<file path="config.mk">
export PLATFORM = sky130hd
export DESIGN_NAME = i2s_receive_flat
export DESIGN_NICKNAME = d
export VERILOG_FILES = /design/src/rtl/i2s_pkg.sv /design/src/rtl/i2s_receive_if.sv /design/src/rtl/i2s_edge_detect.sv /design/src/rtl/i2s_receive.sv /design/src/flat_wrapper.sv
export SDC_FILE = /design/constraint.sdc
export NUM_CORES = 1
export LEC_CHECK = 0
export CAP_MARGIN = 5
export CORE_MARGIN = 2
export CORE_UTILIZATION = 51
export CTS_BUF_LIST = sky130_fd_sc_hd__clkbuf_4
export DETAILED_ROUTE_END_ITERATION = 6
export GPL_TIMING_DRIVEN = 0
export PLACE_DENSITY = 0.87
export SYNTH_ARGS = -nofsm -noshare
export SYNTH_HDL_FRONTEND = slang
export SYNTH_SLANG_ARGS = --single-unit
</file>
<file path="constraint.sdc">
create_clock -name M_AXIS_ACLK -period 1.6 [get_ports M_AXIS_ACLK]
set_input_delay 0.32 -clock M_AXIS_ACLK [delete_from_list [all_inputs] [get_ports M_AXIS_ACLK]]
set_output_delay 0.32 -clock M_AXIS_ACLK [all_outputs]
set_load 0.01 [all_outputs]
</file>
<file path="src/rtl/i2s_pkg.sv">
// Shared I2S definitions: receiver state encoding, default word width and
// small sizing helpers used by the receive, transmit and controller blocks.
package i2s_pkg;

    localparam int I2S_DATA_WIDTH = 32;

    typedef enum logic {
        SYNC = 1'b0,
        RECV = 1'b1
    } i2s_state_t;

    // Bit counter must hold 0 .. data_width+1 (saturation value flags long words).
    function automatic int i2s_cnt_width(input int data_width);
        return $clog2(data_width + 2);
    endfunction

endpackage

</file>
<file path="src/rtl/i2s_receive_if.sv">
// AXI-Stream style word output of the I2S receiver, with the handshake
// signals grouped so producer and consumer share one port.
interface i2s_receive_if
    import i2s_pkg::*;
#(
    parameter int DATA_WIDTH = I2S_DATA_WIDTH
);

    logic [DATA_WIDTH-1:0] M_AXIS_TDATA;
    logic                  M_AXIS_TLAST;
    logic                  M_AXIS_TVALID;
    logic                  M_AXIS_TREADY;

    modport master (
        output M_AXIS_TDATA,
        output M_AXIS_TLAST,
        output M_AXIS_TVALID,
        input  M_AXIS_TREADY
    );

    modport slave (
        input  M_AXIS_TDATA,
        input  M_AXIS_TLAST,
        input  M_AXIS_TVALID,
        output M_AXIS_TREADY
    );

endinterface

</file>
<file path="src/rtl/i2s_edge_detect.sv">
// Registers the I2S lines once in the mclk domain and flags the cycle in
// which the registered bit clock falls (the sample event).
module i2s_edge_detect (
    input  logic i_clk,
    input  logic i_rst_n,
    input  logic i_sck,
    input  logic i_ws,
    input  logic i_sd,
    output logic o_sck_fall,
    output logic o_ws,
    output logic o_sd
);

    logic r_sck;
    logic r_sck_prev;
    logic r_ws;
    logic r_sd;

    always_ff @(posedge i_clk or negedge i_rst_n) begin
        if (!i_rst_n) begin
            r_sck      <= 1'b0;
            r_sck_prev <= 1'b0;
            r_ws       <= 1'b0;
            r_sd       <= 1'b0;
        end else begin
            r_sck      <= i_sck;
            r_sck_prev <= r_sck;
            r_ws       <= i_ws;
            r_sd       <= i_sd;
        end
    end

    assign o_sck_fall = r_sck_prev & ~r_sck;
    assign o_ws       = r_ws;
    assign o_sd       = r_sd;

endmodule

</file>
<file path="src/rtl/i2s_receive.sv">
// I2S receiver: deserialises MSB-first channel words, checks word length at
// each word-select transition and presents complete words on a stream port.
module i2s_receive
    import i2s_pkg::*;
#(
    parameter int DATA_WIDTH = I2S_DATA_WIDTH
) (
    input  logic          M_AXIS_ACLK,
    input  logic          M_AXIS_ARESETN,
    input  logic          sck,
    input  logic          ws,
    input  logic          sd,
    i2s_receive_if.master m_axis,
    output logic          overrun,
    output logic          frame_err
);

    localparam int            CW       = i2s_cnt_width(DATA_WIDTH);
    localparam logic [CW-1:0] CNT_FULL = CW'(DATA_WIDTH);
    localparam logic [CW-1:0] CNT_SAT  = CW'(DATA_WIDTH + 1);

    logic w_fall;
    logic w_ws;
    logic w_sd;
    logic w_boundary;
    logic [DATA_WIDTH-1:0] w_word;

    i2s_state_t            r_state;
    logic [DATA_WIDTH-2:0] r_shift;
    logic [CW-1:0]         r_count;
    logic                  r_ws_prev;
    logic [DATA_WIDTH-1:0] r_tdata;
    logic                  r_tlast;
    logic                  r_tvalid;
    logic                  r_overrun;
    logic                  r_frame_err;

    i2s_edge_detect u_edge (
        .i_clk      (M_AXIS_ACLK),
        .i_rst_n    (M_AXIS_ARESETN),
        .i_sck      (sck),
        .i_ws       (ws),
        .i_sd       (sd),
        .o_sck_fall (w_fall),
        .o_ws       (w_ws),
        .o_sd       (w_sd)
    );

    // Only the newest DATA_WIDTH-1 bits are kept; the bit arriving at a
    // boundary completes the word, so the oldest bit is never needed.
    assign w_word     = {r_shift, w_sd};
    assign w_boundary = w_fall & (w_ws != r_ws_prev);

    always_ff @(posedge M_AXIS_ACLK or negedge M_AXIS_ARESETN) begin
        if (!M_AXIS_ARESETN) begin
            r_state     <= SYNC;
            r_shift     <= '0;
            r_count     <= '0;
            r_ws_prev   <= 1'b0;
            r_tdata     <= '0;
            r_tlast     <= 1'b0;
            r_tvalid    <= 1'b0;
            r_overrun   <= 1'b0;
            r_frame_err <= 1'b0;
        end else begin
            r_overrun   <= 1'b0;
            r_frame_err <= 1'b0;

            // A load in the same cycle overrides this clear below.
            if (r_tvalid && m_axis.M_AXIS_TREADY) begin
                r_tvalid <= 1'b0;
            end

            if (w_fall) begin
                r_shift   <= w_word[DATA_WIDTH-2:0];
                r_ws_prev <= w_ws;

                if (w_boundary) begin
                    r_count <= CW'(1);
                    case (r_state)
                        SYNC: begin
                            r_state <= RECV;
                        end
                        RECV: begin
                            if (r_count == CNT_FULL) begin
                                r_tdata   <= w_word;
                                r_tlast   <= ~r_ws_prev;
                                r_tvalid  <= 1'b1;
                                r_overrun <= r_tvalid & ~m_axis.M_AXIS_TREADY;
                            end else begin
                                r_frame_err <= 1'b1;
                            end
                        end
                        default: begin
                            r_state <= SYNC;
                        end
                    endcase
                end else if (r_count != CNT_SAT) begin
                    r_count <= r_count + CW'(1);
                end
            end
        end
    end

    assign m_axis.M_AXIS_TDATA  = r_tdata;
    assign m_axis.M_AXIS_TLAST  = r_tlast;
    assign m_axis.M_AXIS_TVALID = r_tvalid;
    assign overrun              = r_overrun;
    assign frame_err            = r_frame_err;

endmodule

</file>
<file path="src/flat_wrapper.sv">
// flat-port wrapper written by rule: the top's interface ports become plain ports
module i2s_receive_flat import i2s_pkg::*;
#(
    parameter int DATA_WIDTH = I2S_DATA_WIDTH
)
  (M_AXIS_ACLK, M_AXIS_ARESETN, sck, ws, sd, overrun, frame_err, m_axis_M_AXIS_TDATA, m_axis_M_AXIS_TLAST, m_axis_M_AXIS_TVALID, m_axis_M_AXIS_TREADY);
  i2s_receive_if #(.DATA_WIDTH(DATA_WIDTH)) m_axis_i ();
  input  logic M_AXIS_ACLK;
  input  logic M_AXIS_ARESETN;
  input  logic sck;
  input  logic ws;
  input  logic sd;
  output logic overrun;
  output logic frame_err;
  output wire logic [$bits(m_axis_i.M_AXIS_TDATA)-1:0] m_axis_M_AXIS_TDATA;
  output wire logic [$bits(m_axis_i.M_AXIS_TLAST)-1:0] m_axis_M_AXIS_TLAST;
  output wire logic [$bits(m_axis_i.M_AXIS_TVALID)-1:0] m_axis_M_AXIS_TVALID;
  input wire logic [$bits(m_axis_i.M_AXIS_TREADY)-1:0] m_axis_M_AXIS_TREADY;
  assign m_axis_M_AXIS_TDATA = m_axis_i.M_AXIS_TDATA;
  assign m_axis_M_AXIS_TLAST = m_axis_i.M_AXIS_TLAST;
  assign m_axis_M_AXIS_TVALID = m_axis_i.M_AXIS_TVALID;
  assign m_axis_i.M_AXIS_TREADY = m_axis_M_AXIS_TREADY;
  i2s_receive #(.DATA_WIDTH(DATA_WIDTH)) u_core (.M_AXIS_ACLK(M_AXIS_ACLK), .M_AXIS_ARESETN(M_AXIS_ARESETN), .sck(sck), .ws(ws), .sd(sd), .m_axis(m_axis_i), .overrun(overrun), .frame_err(frame_err));
endmodule
</file>
# After elaboration in Yosys (flattened, before gate mapping)

Index checks and enable logic that the tools add are counted.

Flip-flop bits (word level): 79
Bits of input ports: 6

Add/subtract/negate cells: 1
Equal/unequal tests: 3
Mux-type cells: 15
Bitwise gates (word level): 6
Reduce and logical (&&, ||, !) cells: 5

Operators with widths:

| cell                | number |
|---|---|
| $mux 1              | 13 |
| $mux 6              | 2 |
| $add 6x1->6 const B | 1 |
| $eq 6x6->1 const B  | 1 |
| $ne 6x6->1 const B  | 1 |
| $reduce_and 2->1    | 2 |
| $reduce_and 4->1    | 1 |
| $and 1x1->1         | 3 |
| $not 1->1           | 3 |
| $reduce_bool 2->1   | 1 |
| $logic_and 1x1->1   | 1 |
| $ne 1x1->1          | 1 |

# Logic depth before layout (Yosys ltp)

Gate-level depths: netlist (run 1).

Word-level depth: 6
Depth in mapped cells: 5
Gate-level depth less buffers: 4

# Modules after synthesis

A second synthesis (run 1) with hierarchy kept.

Cells, all modules: 194
Area total of the unflattened synthesis: 3,165.5 sq um

By module, submodules not included:

| module          | times used | cells an instance | area an instance (sq um) |
|---|---|---|---|
| i2s_receive     | 1          | 189               | 3,051.7 |
| i2s_edge_detect | 1          | 5                 | 113.9 |

# Worst setup path before layout (run 1)

No wires, ideal clock.

Path type: reg-to-reg
Start point: register u_core.r_count[2]
End point: register u_core.r_tdata[10] (netlist: u_core.m_axis.M_AXIS_TDATA[10])
Library setup time: 0.125 ns
Data arrival time: 1.501 ns
Data required time: 1.475 ns
Setup slack: -0.026 ns
Stages on the path, launching flop included: 5
Period minus slack after synthesis: 1.626 ns
Cells stage by stage: dfrtp_1 -> nor4b_4 -> nand4_4 -> buf_6 -> mux2_4

Longest elaborated chain between the ends: 2

Ends and longest elaborated chain:

| item                              | line              | RTL |
|---|---|---|
| start, declared                   | i2s_receive.sv:30 | `logic [CW-1:0] r_count;` |
| start signal, assigned            | i2s_receive.sv:99 | `r_count <= r_count + CW'(1);` |
| $eq 6x6->1                        | i2s_receive.sv:85 | `if (r_count == CNT_FULL) begin` |
| $reduce_and 4->1 (no source line) | --                |  |
| end signal, assigned              | i2s_receive.sv:86 | `r_tdata <= w_word;` |
| end, declared                     | i2s_receive.sv:32 | `logic [DATA_WIDTH-1:0] r_tdata;` |

No other way between the ends.
A chain may end at the register's enable or synchronous reset.

# Worst setup path in the final report (run 1)

Start point: register u_core.r_count[4]
End point: register u_core.r_tdata[13] (netlist: u_core.m_axis.M_AXIS_TDATA[13])

Same word-level chain as after synthesis.

==> results of run 1 <==
==> final cells by class <==
class / count / area share (%)
buffer: 11 / 2.055
clock inverter: 4 / 1.188
sequential: 79 / 50.83
inverter: 4 / 0.3854
clock buffer: 12 / 2.312
tap: 75 / 2.408
timing repair buffer: 48 / 11.24
multi-input combinational: 168 / 29.58
==> what timing repair did <==
action	in CTS	in global routing
buffers inserted	4	1
hold endpoints to repair	27	0
hold buffers	1	0
gates resized for setup	40	14
pin swaps	2	2
endpoints found under the setup margin	69	64
==> per-stage QoR <==
stage	power (W)	instances
after floorplan	0.002452	262
after global placement	0.002557	378
after detailed placement	0.002589	379
after CTS	0.003770	400
after global routing	0.003938	401
final	0.003760	401
==> how the worst max path moves through the flow <==
stage                                  from                             end  slack [ns]  cells past startpoint
after floorplan           u_core.r_count[2]  u_core.m_axis.M_AXIS_TDATA[10]       -0.03                      4
after global placement       M_AXIS_ARESETN   u_core.m_axis.M_AXIS_TDATA[7]       -2.34                      1
after detailed placement  u_core.r_count[2]  u_core.m_axis.M_AXIS_TDATA[14]       -0.24                      4
after CTS                 u_core.r_count[2]  u_core.m_axis.M_AXIS_TDATA[13]       -0.03                      4
after global routing      u_core.r_count[4]  u_core.m_axis.M_AXIS_TDATA[11]       -0.09                      4
final                     u_core.r_count[4]  u_core.m_axis.M_AXIS_TDATA[13]       -0.06                      4
==> where the power goes <==
group	total (W)	switching [W]	internal [W]
combinational	0.000335	0.000196	0.000139
clock	0.00118	0.000653	0.000523
sequential	0.00225	0.000132	0.00212
total	0.00376	0.000980	0.00278
==> worst max-delay path, stage by stage (launching register included) <==
cell and delay (ns):
dfrtp_2 0.46, nor4b_4 0.37, nand4_4 0.21, buf_6 0.21
mux2_4 0.31
==> sequential cells by signal, indices dropped and copies added, names as in the netlist <==
signal	count
u_core.m_axis.M_AXIS_TDATA	32
u_core.u_edge.r_sck_prev	1
u_core.frame_err	1
u_core.m_axis.M_AXIS_TVALID	1
u_core.overrun	1
u_core.u_edge.r_sck	1
u_core.r_shift	31
u_core.m_axis.M_AXIS_TLAST	1
u_core.u_edge.o_sd	1
u_core.r_state	1
u_core.u_edge.o_ws	1
u_core.r_count	6
u_core.r_ws_prev	1
==> cells in the final DEF, fill, tap and decap left out, types with 3 or more instances in the layout <==
master	Yosys	final
mux2_4	27	27
dfrtp_1	79	76
nand3_1	4	4
dfrtp_2	0	3
clkbuf_2	0	7
mux2_2	5	5
clkbuf_4	0	12
o21ai_0	3	3
clkdlybuf4s50_1	0	4
inv_1	4	4
dlygate4sd2_1	0	36
ha_1	3	3
buf_4	0	6
nand2_1	101	101
mux2i_1	3	3
==> cells in the mapped netlist <==
library cell,instances
dfrtp_1,79
nand2b_1,2
ha_1,3
nand3_1,4
or4_1,2
a21oi_1,2
nor2b_1,2
mux2_2,5
mux2i_1,3
buf_1,2
a31o_2,1
nand2_1,101
and3b_1,1
o21ai_0,3
o211ai_1,1
xor2_2,1
nand4_4,1
a22o_1,2
nor2_1,1
or3b_2,1
buf_6,3
xnor2_1,1
a21o_1,1
inv_1,4
nor4b_4,1
a211oi_1,1
mux2_4,27
clkbuf_1,6
nor3b_1,1
==> logic make-up after synthesis <==
family                   share of synthesized area, %
adder cells (fa/ha/maj)                         1.174
AO/OA/AOI/OAI                                   2.309
XOR/XNOR                                       0.7830
AND/OR/NAND/NOR                                 16.05
multiplexers                                    15.38
flip-flops                                      61.84
buffers and inverters                           2.466
==> layer usage <==
layer,share of wire [%],track usage (%)
met4,1.7,6.706
met1,47,23.05
met2,47,25.81
met3,4.9,4.672
met5,0,0
==> impl_metrics.py, run 1 <==
metrics = {
    "placed_design": {
        "place_congestion": 0.7686,
        "place_ws_ns": -0.2353,
        "port_buffers": 41,
        "dpl_cell_area_um2": 3726,
        "hpwlAfterDp_um": 3595,
    },
    "logic_synthesis": {
        "synthTopCellsByArea": "dfrtp_1, mux2_4, nand2_1",
        "ys_seq_area_share_pct": 61.84,
        "ys_ff_latch": 79,
        "synth_area_um2": 3197,
        "yosys_warnings": 0,
        "avgSynthCellArea_um2": 12.20,
        "yosysTopAreaCellShare_pct": 61.84,
        "ys_types": 29,
        "synth_fp_nets": 271,
        "yosys.area.top_type": "dfrtp_1",
        "synthCells": 262,
    },
    "job": {
        "drv_cap": 0,
    },
    "critical_path": {
        "cp.required_ns": 1.91,
        "start_kind": "register",
        "critical_path_class": "register to register",
        "rr_endpoint": "u_core.m_axis.M_AXIS_TDATA[13]",
        "reg2reg_depth": 4,
        "crit_fanout": 10,
        "rrSetupSlack_ns": -0.06,
        "end_kind": "register",
        "regToRegStartpoint": "u_core.r_count[4]",
        "crit_arrival_ns": 1.97,
    },
    "layout": {
        "num_antenna_cells": 0,
        "nets": 330,
        "nFillCells": 439,
        "design_area_um2": 3896,
        "drive_gt1_share_pct": 22.09,
        "fin_util_pct": 65.04,
        "area_delta_synth_final_pct": 21.88,
        "multi_input_area_um2": 1152,
        "regArea_um2": 1981,
    },
    "sta": {
        "finalMaxSlewViolations": 0,
        "max_slew_margin_pct": 70.05,
        "setup_violations": 32,
        "fin_skew_ns": 0.01075,
        "finalHoldViolCount": 0,
        "tightest_slew_ns": 0.4465,
        "fmax_mhz": 602.0,
        "final.setup.tns_ns": -1.068,
        "fin_ws_ns": -0.06103,
        "rsz0062_at_grt": "yes",
        "timing.hold.ws_ns": 0.2429,
        "period_needed_ns": 1.661,
        "fin_crit_sh_pct": 103.8,
    },
    "outcome": {
        "outcome": "complete, but fails checks",
        "violations": "negative setup slack",
    },
    "global_route": {
        "grt_max_degree": 73,
        "first_global_vias": 1961,
        "antenna_found_initial": 0,
        "grt.total_usage_pct": 16.88,
        "grt_pass1_wl_um": 9377,
        "globalRouteOverflowTotal": 0,
    },
    "cts": {
        "clock_sinks": 79,
        "cts_max_level": 3,
        "cts_tree": "built",
        "clk_latency_ns": 0.42,
        "ctsRootBufferMaster": "clkbuf_4",
        "cts_made_buffers": 9,
        "cts_buffer_depth": 2,
        "path_clk_slew_ns": 0.12,
    },
    "floorplanning": {
        "io-pin-count": 42,
        "die_area_um2": 6917,
        "rows": 28,
        "initial_core_util_pct": 53.36,
        "die_w_um": 83.17,
        "core-area_um2": 5991,
        "die_h_um": 83.17,
    },
    "route": {
        "viasPerCell": 5.120,
        "routed_wl_um": 5612,
        "postRouteAntennaNets": 0,
        "post-route-drc-count": 0,
        "vias": 2053,
        "initialDrtViolationCount": 114,
        "wl_per_cell_um": 14.00,
        "dr.pass1.iters": 4,
    },
    "power": {
        "ir_worst_vdd_uv": 561.3,
        "p_leak_nw": 2.243,
        "powerDensity_nw_per_um2": 965.1,
    },
    "min_path": {
        "min_path_type": "input port to async pin",
    },
}
(Power assumes the default switching activity.)
==> inputs of run 2 (changes only) <==
--- a/config.mk
+++ b/config.mk
@@ -6,12 +6,14 @@
 export NUM_CORES = 1
 export LEC_CHECK = 0
 export CAP_MARGIN = 5
+export CELL_PAD_IN_SITES_DETAIL_PLACEMENT = 0
+export CELL_PAD_IN_SITES_GLOBAL_PLACEMENT = 1
 export CORE_MARGIN = 2
-export CORE_UTILIZATION = 51
+export CORE_UTILIZATION = 41
 export CTS_BUF_LIST = sky130_fd_sc_hd__clkbuf_4
 export DETAILED_ROUTE_END_ITERATION = 6
 export GPL_TIMING_DRIVEN = 0
-export PLACE_DENSITY = 0.87
+export PLACE_DENSITY = 0.86
 export SYNTH_ARGS = -nofsm -noshare
 export SYNTH_HDL_FRONTEND = slang
 export SYNTH_SLANG_ARGS = --single-unit
==> impl_metrics.py, run 2 (synthesized netlist as in run 1, its figures left out) <==
metrics = {
    "sta": {
        "finalMaxSlewViolations": 0,
        "period_needed_ns": 1.618,
        "max_slew_margin_pct": 73.11,
        "rsz0062_at_grt": "yes",
        "fin_crit_sh_pct": 101.1,
        "finalHoldViolCount": 0,
        "fin_ws_ns": -0.01756,
        "final.setup.tns_ns": -0.1436,
        "setup_violations": 16,
        "fin_skew_ns": 0.01452,
        "fmax_mhz": 618.2,
        "tightest_slew_ns": 0.4009,
    },
    "layout": {
        "num_antenna_cells": 0,
        "largest_reg_flops": 32,
        "final_common_cell": "nand2_1",
        "stdcell_count": 429,
        "drive_gt1_share_pct": 22.94,
        "nets": 331,
        "final_cell_mix": "nand2_1, dfrtp_1, dlygate4sd2_1",
        "regArea_um2": 1982,
        "nFillCells": 696,
        "fin_util_pct": 51.77,
        "multi_input_area_um2": 1152,
        "area_delta_synth_final_pct": 23.84,
    },
    "outcome": {
        "violations": "negative setup slack",
        "outcome": "complete, but fails checks",
    },
    "power": {
        "powerDensity_nw_per_um2": 990.4,
        "swShare_pct": 25.20,
        "p_int_w": 0.002932,
        "power_frac_comb_pct": 8.4,
        "p_leak_nw": 2.259,
        "power.share.clock_pct": 34.2,
        "p_seq_share_pct": 57.4,
        "ir_worst_vdd_uv": 443.9,
        "finalPower_w": 0.003921,
        "p_switching_w": 0.0009882,
    },
    "critical_path": {
        "max_stage_delay_ns": 0.45,
        "end_kind": "register",
        "path_buf_inv": 1,
        "crit_arrival_ns": 1.92,
        "crit_fanout": 10,
        "critical_path_class": "register to register",
        "crit_family": "simple AND/OR/NAND/NOR gates",
        "crit_chain": "nor4b_4, nand4_4, buf_6, mux2_4",
        "rrSetupSlack_ns": -0.02,
        "cp.required_ns": 1.90,
        "start_kind": "register",
        "slowest_stage": "dfrtp_2",
    },
    "floorplanning": {
        "die_area_um2": 8519,
        "rows": 32,
        "die_w_um": 92.30,
        "die_h_um": 92.30,
        "core-area_um2": 7647,
        "io-pin-count": 42,
        "initial_core_util_pct": 41.80,
    },
    "placed_design": {
        "place_congestion": 0.7038,
        "hpwlAfterDp_um": 3634,
        "port_buffers": 41,
        "dp_cells": 406,
    },
    "route": {
        "m1WireLength_um": 2535,
        "post-route-drc-count": 0,
        "postRouteAntennaNets": 0,
        "wl_per_cell_um": 12.63,
        "initialDrtViolationCount": 78,
        "vias": 1994,
        "dr.pass1.iters": 4,
        "top_layer": "met4",
        "routed_wl_um": 5417,
        "dr_wl_met3_um": 197,
        "viasPerCell": 4.648,
        "wl_met2_um": 2616,
    },
    "min_path": {
        "min_path_type": "input port to async pin",
    },
    "global_route": {
        "antenna_found_initial": 0,
        "grt_pass1_wl_um": 9522,
        "globalRouteOverflowTotal": 0,
        "first_global_vias": 2022,
        "grt_max_degree": 54,
        "grt.total_usage_pct": 14.31,
    },
    "cts": {
        "cts_made_buffers": 9,
        "path_clk_slew_ns": 0.13,
        "cts_tree": "built",
        "cts_max_level": 3,
        "ctsRootBufferMaster": "clkbuf_4",
        "cts_buffer_depth": 2,
        "clock_sinks": 79,
        "clk_latency_ns": 0.41,
    },
    "job": {
        "drv_cap": 0,
    },
}
## run 2: cell types whose count changed in the layout (fill, tap and decap cells not counted)
cell and delta:
inv_6 +1, buf_4 +1, clkinv_1 -1, buf_6 +2
bufinv_16 +1, clkbuf_4 -1, dfrtp_2 +1, buf_8 -2
dfrtp_1 -1
## run 2: worst reg2reg max path, delay by kind of cell, from the launching register on
| kind | cells | cell delay [ns] |
|---|---|---|
| buf+inv | 1 | 0.21 |
| flops | 1 | 0.45 |
| mux | 1 | 0.30 |
| simple gates | 2 | 0.56 |
## run 2: routing by layer
| metal | global-route usage [%] | up-vias |
|---|---|---|
| li1 | - | 974 |
| met1 | 19.08 | 980 |
| met2 | 22.45 | 33 |
| met3 | 3.743 | 7 |
| met4 | 5.597 | 0 |
| met5 | 0 | - |
## run 2: power groups by stage
stage                     combinational, W  sequential [W]  clock (W)
after CTS                         0.000330         0.00225    0.00138
after global routing              0.000382         0.00227    0.00148
after detailed placement          0.000307         0.00229          0
after global placement            0.000284         0.00228          0
after floorplan                   0.000198         0.00225          0
final                             0.000329         0.00225    0.00134
## run 2: per-stage QoR
stage / hold slack [ns] / worst slack [ns] / instance area (um2)
after detailed placement: 0.2550 / -0.2375 / 3760
after global placement: 0.4316 / -2.448 / 3735
after floorplan: 0.02441 / -0.02582 / 3197
after CTS: 0.3156 / -0.02998 / 3940
final: 0.3399 / -0.01756 / 3959
after global routing: 0.3053 / -0.07458 / 3959
## run 2: layout make-up
| class | count | share of cell area [%] |
|---|---|---|
| Buffer | 11 | 1.833 |
| Tap cell | 102 | 3.224 |
| Multi-Input combinational cell | 168 | 29.11 |
| Clock buffer | 11 | 2.086 |
| Clock inverter | 5 | 2.054 |
| Sequential cell | 79 | 50.06 |
| Timing Repair Buffer | 49 | 11.25 |
| Inverter | 4 | 0.3793 |
## run 2: repair_timing
item                       CTS  global route
pin swaps                    2             0
setup buffers                5             1
hold buffers                 1             0
hold endpoints to repair    26             0
setup endpoints to repair   69            64
resized for setup           39            14
## run 2: path summary, 6_finish.rpt
| check | cells after the start | from | to |
|---|---|---|---|
| hold / removal | 2 | M_AXIS_ARESETN | u_core.m_axis.M_AXIS_TVALID |
| min in group M_AXIS_ACLK | 1 | sck | u_core.u_edge.r_sck |
| setup / recovery | 4 | u_core.r_count[2] | u_core.m_axis.M_AXIS_TDATA[20] |
| hold reg to reg | 1 | u_core.r_state | u_core.r_state |
| setup reg to reg | 4 | u_core.r_count[2] | u_core.m_axis.M_AXIS_TDATA[20] |
| max in group asynchronous | 3 | M_AXIS_ARESETN | u_core.r_count[3] |
